File: src/rtl/mem_link_initiator.sv
// CPU-side initiator for the serial memory link: turns one memory request into a
// 5-byte read or 9-byte write channel message and, for reads, collects the 4-byte reply.
module mem_link_initiator #(
  parameter int TIMEOUT = 1048576,
  parameter int TO_BITS = 21
) (
  input  logic        EXCLK,
  input  logic        RST,
  input  logic        req,
  input  logic        we,
  input  logic [31:0] addr,
  input  logic [31:0] wdata,
  input  logic [3:0]  wmask,
  output logic        busy,
  output logic        done,
  output logic [31:0] rdata,
  output logic        err,
  output logic        tx_flag,
  output logic [4:0]  tx_len,
  output logic [71:0] tx_data,
  input  logic        tx_ready,
  input  logic        rx_valid,
  input  logic [4:0]  rx_len,
  input  logic [71:0] rx_data,
  output logic        rx_flag
);

  typedef enum logic [1:0] {IDLE, SEND, WAIT, FIN} state_t;

  localparam logic [TO_BITS-1:0] LAST_COUNT = TO_BITS'(TIMEOUT - 1);

  state_t             state, state_nxt;
  logic               lat_we, lat_we_nxt;
  logic [31:0]        lat_addr, lat_addr_nxt;
  logic [31:0]        lat_wdata, lat_wdata_nxt;
  logic [3:0]         lat_wmask, lat_wmask_nxt;
  logic [TO_BITS-1:0] count, count_nxt;
  logic               busy_nxt, done_nxt, err_nxt, tx_flag_nxt, rx_flag_nxt;
  logic [4:0]         tx_len_nxt;
  logic [71:0]        tx_data_nxt;
  logic [31:0]        rdata_nxt;
  logic               pop, timed_out;
  logic               unused_rx;

  // A pop is withheld in the cycle right after one, so the channel can drop rx_valid.
  assign pop       = rx_valid && !rx_flag;
  assign timed_out = (count == LAST_COUNT);
  assign unused_rx = ^rx_data[71:32];

  always_ff @(posedge EXCLK or posedge RST) begin
    if (RST) begin
      state     <= IDLE;
      count     <= '0;
      lat_we    <= 1'b0;
      lat_addr  <= '0;
      lat_wdata <= '0;
      lat_wmask <= '0;
      busy      <= 1'b0;
      done      <= 1'b0;
      err       <= 1'b0;
      tx_flag   <= 1'b0;
      tx_len    <= '0;
      tx_data   <= '0;
      rx_flag   <= 1'b0;
      rdata     <= '0;
    end else begin
      state     <= state_nxt;
      count     <= count_nxt;
      lat_we    <= lat_we_nxt;
      lat_addr  <= lat_addr_nxt;
      lat_wdata <= lat_wdata_nxt;
      lat_wmask <= lat_wmask_nxt;
      busy      <= busy_nxt;
      done      <= done_nxt;
      err       <= err_nxt;
      tx_flag   <= tx_flag_nxt;
      tx_len    <= tx_len_nxt;
      tx_data   <= tx_data_nxt;
      rx_flag   <= rx_flag_nxt;
      rdata     <= rdata_nxt;
    end
  end

  always_comb begin
    state_nxt = state;
    case (state)
      IDLE:    if (req) state_nxt = SEND;
      SEND:    if (tx_ready) state_nxt = lat_we ? FIN : WAIT;
      WAIT:    if (pop || timed_out) state_nxt = FIN;
      FIN:     state_nxt = IDLE;
      default: state_nxt = IDLE;
    endcase
  end

  // A reply seen while not waiting for one is still consumed, but only flagged as an error.
  always_comb begin
    lat_we_nxt    = lat_we;
    lat_addr_nxt  = lat_addr;
    lat_wdata_nxt = lat_wdata;
    lat_wmask_nxt = lat_wmask;
    count_nxt     = count;
    busy_nxt      = busy;
    done_nxt      = 1'b0;
    err_nxt       = 1'b0;
    tx_flag_nxt   = 1'b0;
    tx_len_nxt    = tx_len;
    tx_data_nxt   = tx_data;
    rx_flag_nxt   = 1'b0;
    rdata_nxt     = rdata;
    case (state)
      IDLE: begin
        if (req) begin
          busy_nxt      = 1'b1;
          lat_we_nxt    = we;
          lat_addr_nxt  = addr;
          lat_wdata_nxt = wdata;
          lat_wmask_nxt = wmask;
        end
        if (pop) begin
          rx_flag_nxt = 1'b1;
          err_nxt     = 1'b1;
        end
      end
      SEND: begin
        if (pop) begin
          rx_flag_nxt = 1'b1;
          err_nxt     = 1'b1;
        end
        if (tx_ready) begin
          tx_flag_nxt = 1'b1;
          count_nxt   = '0;
          if (lat_we) begin
            tx_len_nxt  = 5'd9;
            tx_data_nxt = {4'h0, lat_wmask, lat_addr, lat_wdata};
          end else begin
            tx_len_nxt  = 5'd5;
            tx_data_nxt = {40'h0, lat_addr};
          end
        end
      end
      WAIT: begin
        if (pop) begin
          rx_flag_nxt = 1'b1;
          if (rx_len == 5'd4) rdata_nxt = rx_data[31:0];
          else err_nxt = 1'b1;
        end else if (timed_out) begin
          err_nxt = 1'b1;
        end else begin
          count_nxt = count + TO_BITS'(1);
        end
      end
      FIN: begin
        done_nxt = 1'b1;
        busy_nxt = 1'b0;
      end
      default: ;
    endcase
  end

endmodule

File: config.mk
export PLATFORM = sky130hd
export DESIGN_NAME = mem_link_initiator
export DESIGN_NICKNAME = d
export VERILOG_FILES = /design/src/rtl/mem_link_initiator.sv
export SDC_FILE = /design/constraint.sdc
export NUM_CORES = 1
export LEC_CHECK = 0
export CORE_UTILIZATION = 50
export CTS_CLUSTER_DIAMETER = 50
export DETAILED_ROUTE_END_ITERATION = 16
export DONT_BUFFER_PORTS = 1
export GPL_TIMING_DRIVEN = 0
export PLACE_DENSITY = 0.61
export RECOVER_POWER = 50
export SETUP_SLACK_MARGIN = 0.1
export SLEW_MARGIN = 40
export SYNTH_ARGS = -nofsm -noshare
export SYNTH_HDL_FRONTEND = slang
export SYNTH_SLANG_ARGS = --single-unit
File: constraint.sdc
create_clock -name EXCLK -period 10.6 [get_ports EXCLK]
set_input_delay 2.65 -clock EXCLK [delete_from_list [all_inputs] [get_ports EXCLK]]
set_output_delay 2.65 -clock EXCLK [all_outputs]
set_load 0.1 [all_outputs]
Word level (Yosys, flattened, before mapping) --
Cells that the tools add are included.
Storage, ports and cells: register bits 206, input bits 151, word-level logic and storage cells 61
Operators by class: add/sub/neg operators 1, eq/ne operators 10, mux-type cells 22, reduce and logical (&&, ||, !) cells 14
Operators by type and width (count):
- 68-bit two-way mux | 1
- 21-bit two-way mux | 3
- 21-bit case mux with 2 select lines | 1
- 21-bit by 1-bit adder with 21-bit output, second input constant | 1
- 21-bit by 20-bit equality test with 1-bit output, second input constant | 1
- 1-bit two-way mux | 10
- 2-bit != test, second input constant | 5
- 2-bit case mux with 4 select lines | 1
- 2-bit two-way mux | 3
- 2-bit AND reduction | 3
- 3-bit AND reduction | 2
- 5-bit by 3-bit equality test with 1-bit output, second input constant | 1
- 2-bit equality test, second input constant | 2
- 4-bit two-way mux | 1
- 1-bit case mux with 2 select lines | 2
- 4-bit AND reduction | 1
- 2-bit nonzero test | 2
- 3-bit OR reduction | 1
- 2-bit by 1-bit equality test with 1-bit output, second input constant | 1
- 2-bit logical NOT | 1
- 2-bit OR reduction | 1
- 1-bit logical AND | 1
- 1-bit logical NOT | 1
- 1-bit logical OR | 1

Logic depth before layout (Yosys ltp) --
Gate-level depths: netlist of the first run.
depth after elaboration 5, depth in mapped cells 8

Worst setup path before layout of the first run --
OpenSTA, ideal clock, no wires.
kind input port to flip-flop, from in rx_len[1], to reg rdata[3], data arrival time 3.977 ns, slack 6.494 ns, cell stages on the path 5, buffers on the path 1, path through or4b_1 -> nor3_1 -> nand2_1 -> buf_2 -> mux2_1
Between the ends: word-level cells in the longest chain between the ends 2
RTL lines:
- from (decl) | line 23 | input logic [4:0] rx_len,
- 5-bit by 3-bit equality test with 1-bit output | line 144 | if (rx_len == 5'd4) rdata_nxt = rx_data[31:0];
- 3-bit AND reduction (no source line)
- to (signal assigned) | line 80 | rdata <= rdata_nxt;
- to (decl) | line 16 | output logic [31:0] rdata,
No other way between the ends. A chain may end at the register's enable or synchronous reset.

==> flow_summary.ini, run 1 <==
[floorplan]
fp-row-count = 46
ios = 265
die-area_mm2 = 0.0172
start_util_pct = 51.8
die_w_um = 131
die_h_um = 131
coreArea_mm2 = 0.0161

[final_layout]
stdcell_count = 959
seqCellArea_mm2 = 0.00511
multi_input_area_mm2 = 0.00310
drive_gt1_share_pct = 31.7
fin_util_pct = 58.3
n_fill_cell = 1355
area_delta_synth_final_pct = 12.5
nNetsFinal = 885

[clock_tree]
cts_root_buf = clkbuf_16
cts_resized = 0
cts.clk_slew.worst_paths_ns = 0.07
tritoncts = built
ctsHtreeMaxLevel = 4
cts-buffers-inserted = 17
clk_latency_ns = 0.43
hold_buffers = 0
cts_sinks = 200
postCtsSetupBuffers = 0
clock_path_buffers = 2

[worst_setup_path]
cp-end-kind = asynchronous set/reset pin
critical_path.max_stage_delay_ns = 1.92
crit_slowest_cell = clkinvlp_2
worstSetupStartpointType = input pin
path_cells = clkinvlp_2
worstPathArrival_ns = 4.61
crit_fanout = 75
crit_buf_inv = 1
cp_top_family = buffers and inverters
required_ns = 10.36
critPathKind = input pin to asynchronous set/reset pin

[routing]
ant_nets = 0
dr.pass1.iters = 5
first_iter_violations = 328
route.detailed.drc = 0
wl_mm = 19.8
vias = 5450
vias_per_cell = 5.68
wire_per_inst_um = 20.6

[logic_synthesis]
synth-main-ff-cell = dfrtp_1
ys_warn_count = 0
synth_cell_types = 48
synth_cells = 702
synth.top_cell.area_share_pct = 59.9
async_flop_share_pct = 100
synth_edf_count = 0
yosysMostFrequentCell = dfrtp_1
synth_area_mm2 = 0.00835
yosysSeqAreaShare_pct = 59.9
avgSynthCellArea_um2 = 11.9
synth_top_cell_by_area = dfrtp_1
yosys-top-cells-area = dfrtp_1 60%, mux2_2 14%, nand2_1 5.6%
ys_ff_latch = 200
ys_top_cells_by_count = 200 x dfrtp_1, 124 x nand2_1, 102 x mux2_2

[timing]
fmax_ghz = 0.206
tightest_slew_ns = 3.45
slew_viol_final = 74
grt_setup_unrepaired = false
min_period_ns = 4.85
setup_viol = 0
max_slew_margin_pct = -131
hold_viol_final = 0
tns_ns = 0
finClkSkew_ns = 0.00780
fin_crit_sh_pct = 45.8

[global_routing]
antenna_found_initial = 3
grt_overflow = 0
grt_pass1_vias = 5625
grt_usage_pct = 23.8
grt_pass1_wl_mm = 31.5
grt_start_max_net_pins = 76

[flow_run]
drv_cap = 1

[place]
dp_cells = 925
gp_congestion = 0.837
dpl.hpwl_mm = 14.1
portBuffers = 0

[worst_hold_path]
hp-class = register to register

[status]
status = finished, violations left
violations = max-capacitance violations, max-slew violations
layout by cell type (no fill, tap or decap), types with 6 or more instances in the layout:
cell type,count
clkbuf_1,26
conb_1,6
nor2_1,7
dfrtp_2,85
dfrtp_1,115
buf_4,6
nand3_1,50
nand4_1,7
buf_1,11
nand2_1,124
clkbuf_16,17
o21ai_0,43
inv_1,9
and3_1,7
mux2_2,102
mux2i_1,32
through the flow:
stage                     hold WS (ns)  instance area (µm²)  setup WS [ns]
after CTS                        0.509                 9370           6.49
after floorplan                  0.461                 8370           2.50
final                            0.509                 9400           5.75
after global placement           0.477                 8640          0.661
after global routing             0.519                 9400           5.14
after detailed placement         0.493                 8770           6.02
routing by layer:
layer	wire length, µm	GRT usage, %	vias to the layer above
met2	9830	39.4	204
met4	405	8.95	4
met1	7830	28.5	2717
li1	-	-	2494
met5	23	0	-
met3	1680	8.26	31
registers in the layout, indices dropped and copies added (netlist names), 2 cells and up:
name       count
count         21
lat_addr      32
lat_wdata     32
lat_wmask      4
rdata         32
state          2
tx_data       68
tx_len         3
logic make-up after synthesis:
logic type      synth area share [%]
xor+xnor                       0.210
buf+inv                         3.16
mux                             17.7
compound gates                  5.63
flops                           59.9
other cells                   0.0449
fa+ha+maj                      0.749
simple gates                    12.5
worst paths after layout:
check,slack [ns],cells after the start,from,end
worst max-delay path,5.75,1,RST,tx_len[3]
worst min-delay path,0.51,1,lat_wdata[28],lat_wdata[28]
worst max register to register,7.90,6,state[0],lat_wmask[2]
worst min register to register,0.51,1,lat_wdata[28],lat_wdata[28]
max in group EXCLK,6.50,4,req,lat_wmask[2]
min in group asynchronous,3.12,1,RST,rdata[12]
worst register-to-register path, cell delays in order (launching register included):
cell and delay, ns:
dfrtp_1 0.41, inv_1 0.09, ha_1 0.28, nand2_1 0.26, buf_1 0.57, buf_1 0.56, mux2_2 0.41
cell type report:
type	count	area share, %
Antenna cell	1	0.0266
Buffer	47	2.32
Clock buffer	20	4.97
Clock inverter	12	1.37
Inverter	10	0.413
Multi-Input combinational cell	450	33.0
Sequential cell	200	54.4
Tap cell	216	2.88
Timing Repair Buffer	3	0.626
Power of run 1 is left out: the tool's default activity adds up to more than one toggle a clock period on the data nets, which glitch-free logic cannot reach.
==> run 2, diff against run 1 <==
Clock period 10.6 ns to 4.5 ns, I/O delays scaled along.
==> run 2 against run 1 <==
The flow now finishes without violations. Count of clock-buffer cells in the layout down 3. Wire length up 1.3%. Sequential cell count unchanged. Highest routed layer is now met4. Design area up 0.95%. Sequential share of layout area down 0.46 points. Non-clock buffer count up 8. Core utilization up 0.55 points. Clock skew up 0.0024 ns.
==> flow_summary.ini, run 2 (synthesis results as in run 1) <==
[clock_tree]
cts_resized = 0
cts_root_buf = clkbuf_16
ctsHtreeMaxLevel = 4
cts.clk_slew.worst_paths_ns = 0.07
postCtsSetupBuffers = 0
cts-buffers-inserted = 17
clk_latency_ns = 0.43
cts_sinks = 200
clock_path_buffers = 2
hold_buffers = 0
tritoncts = built

[final_layout]
seqCellArea_mm2 = 0.00512
multi_input_area_mm2 = 0.00310
regMostFlops = tx_data
drive_gt1_share_pct = 32.1
largest_reg_flops = 68
mostFrequentLayoutCell = nand2_1
n_fill_cell = 1358
stdcell_count = 969
nNetsFinal = 893
fin_util_pct = 58.9
area_delta_synth_final_pct = 13.6
final_cell_mix = 124 x nand2_1, 111 x dfrtp_1, 102 x mux2_2

[routing]
wl_mm = 20.0
first_iter_violations = 396
vias_per_cell = 5.66
ant_nets = 0
dr.pass1.iters = 4
wire_per_inst_um = 20.7
vias = 5488
route.detailed.drc = 0

[worst_hold_path]
hp-class = register to register

[floorplan]
start_util_pct = 51.8
die_w_um = 131
fp-row-count = 46
ios = 265
die_h_um = 131
coreArea_mm2 = 0.0161
die-area_mm2 = 0.0172

[global_routing]
grt_pass1_vias = 5745
grt_usage_pct = 24.1
grt_pass1_wl_mm = 32.1
antenna_found_initial = 3
grt_overflow = 0
grt_start_max_net_pins = 27

[status]
status = complete, no violations

[place]
gp_congestion = 0.786
dpl.hpwl_mm = 14.8
dp_cells = 932
place_ws_ns = 1.50
portBuffers = 0

[timing]
grt_setup_unrepaired = false
fmax_ghz = 0.361
max_slew_margin_pct = 5.46
hold_viol_final = 0
worst_slack_ns = 1.73
min_period_ns = 2.77
fin_crit_sh_pct = 61.6
slew_viol_final = 0
setup_viol = 0
tightest_slew_ns = 1.42
finClkSkew_ns = 0.0102

[worst_setup_path]
required_ns = 3.38
worstSetupStartpointType = register
crit_slowest_cell = clkbuf_1
cp_top_family = buffers and inverters
crit_fanout = 2
cp-end-kind = output pin
critPathKind = register to output pin
critical_path.max_stage_delay_ns = 0.89
worstPathArrival_ns = 1.65
crit_buf_inv = 1
path_cells = clkbuf_1

[flow_run]
drv_cap = 0
==> run 2: cell count changes in the layout (fill, tap and decap cells not counted), sizes merged <==
| cell | change |
|---|---|
| buf | -1 |
| clkbuf | +6 |
| clkinv | +5 |
| clkinvlp | -2 |
| diode | +2 |
==> run 2: metal layers <==
| metal | global-route usage (%) | routed length, µm | vias up |
|---|---|---|---|
| met5 | 0 | 0 | - |
| met4 | 7.97 | 303 | 0 |
| met3 | 8.37 | 1750 | 20 |
| met2 | 40.8 | 10100 | 208 |
| met1 | 28.4 | 7890 | 2751 |
| li1 | - | - | 2509 |
==> run 2: layout make-up <==
| cell class | instances | share of cell area, % |
|---|---|---|
| diodes | 3 | 0.0792 |
| plain buffers | 47 | 2.24 |
| clock buffers | 17 | 4.49 |
| clock inverters | 15 | 1.97 |
| inverters | 10 | 0.409 |
| multi-input cells | 450 | 32.7 |
| flip-flops and latches | 200 | 53.9 |
| well taps | 216 | 2.85 |
| repair buffers | 11 | 1.36 |
==> run 2: final timing paths <==
check	start	end	slack, ns	depth (start not counted)
setup / recovery	rdata[14]	rdata[14]	1.73	1
hold / removal	lat_wdata[20]	lat_wdata[20]	0.51	1
setup reg to reg	state[0]	lat_wmask[0]	1.86	6
hold reg to reg	lat_wdata[20]	lat_wdata[20]	0.51	1
max in group asynchronous	RST	tx_len[3]	1.96	5
min in group asynchronous	RST	lat_wdata[5]	0.65	1
==> run 2: through the flow <==
step / instance area, µm² / hold WS, ns / setup TNS (ns)
finish: 9480 / 0.508 / 0
global route: 9480 / 0.519 / 0
CTS: 9550 / 0.512 / 0
detailed placement: 8930 / 0.494 / 0
global placement: 8640 / 0.476 / -31.76
floorplan: 8370 / 0.461 / 0
Power of run 2 is left out for the same reason.
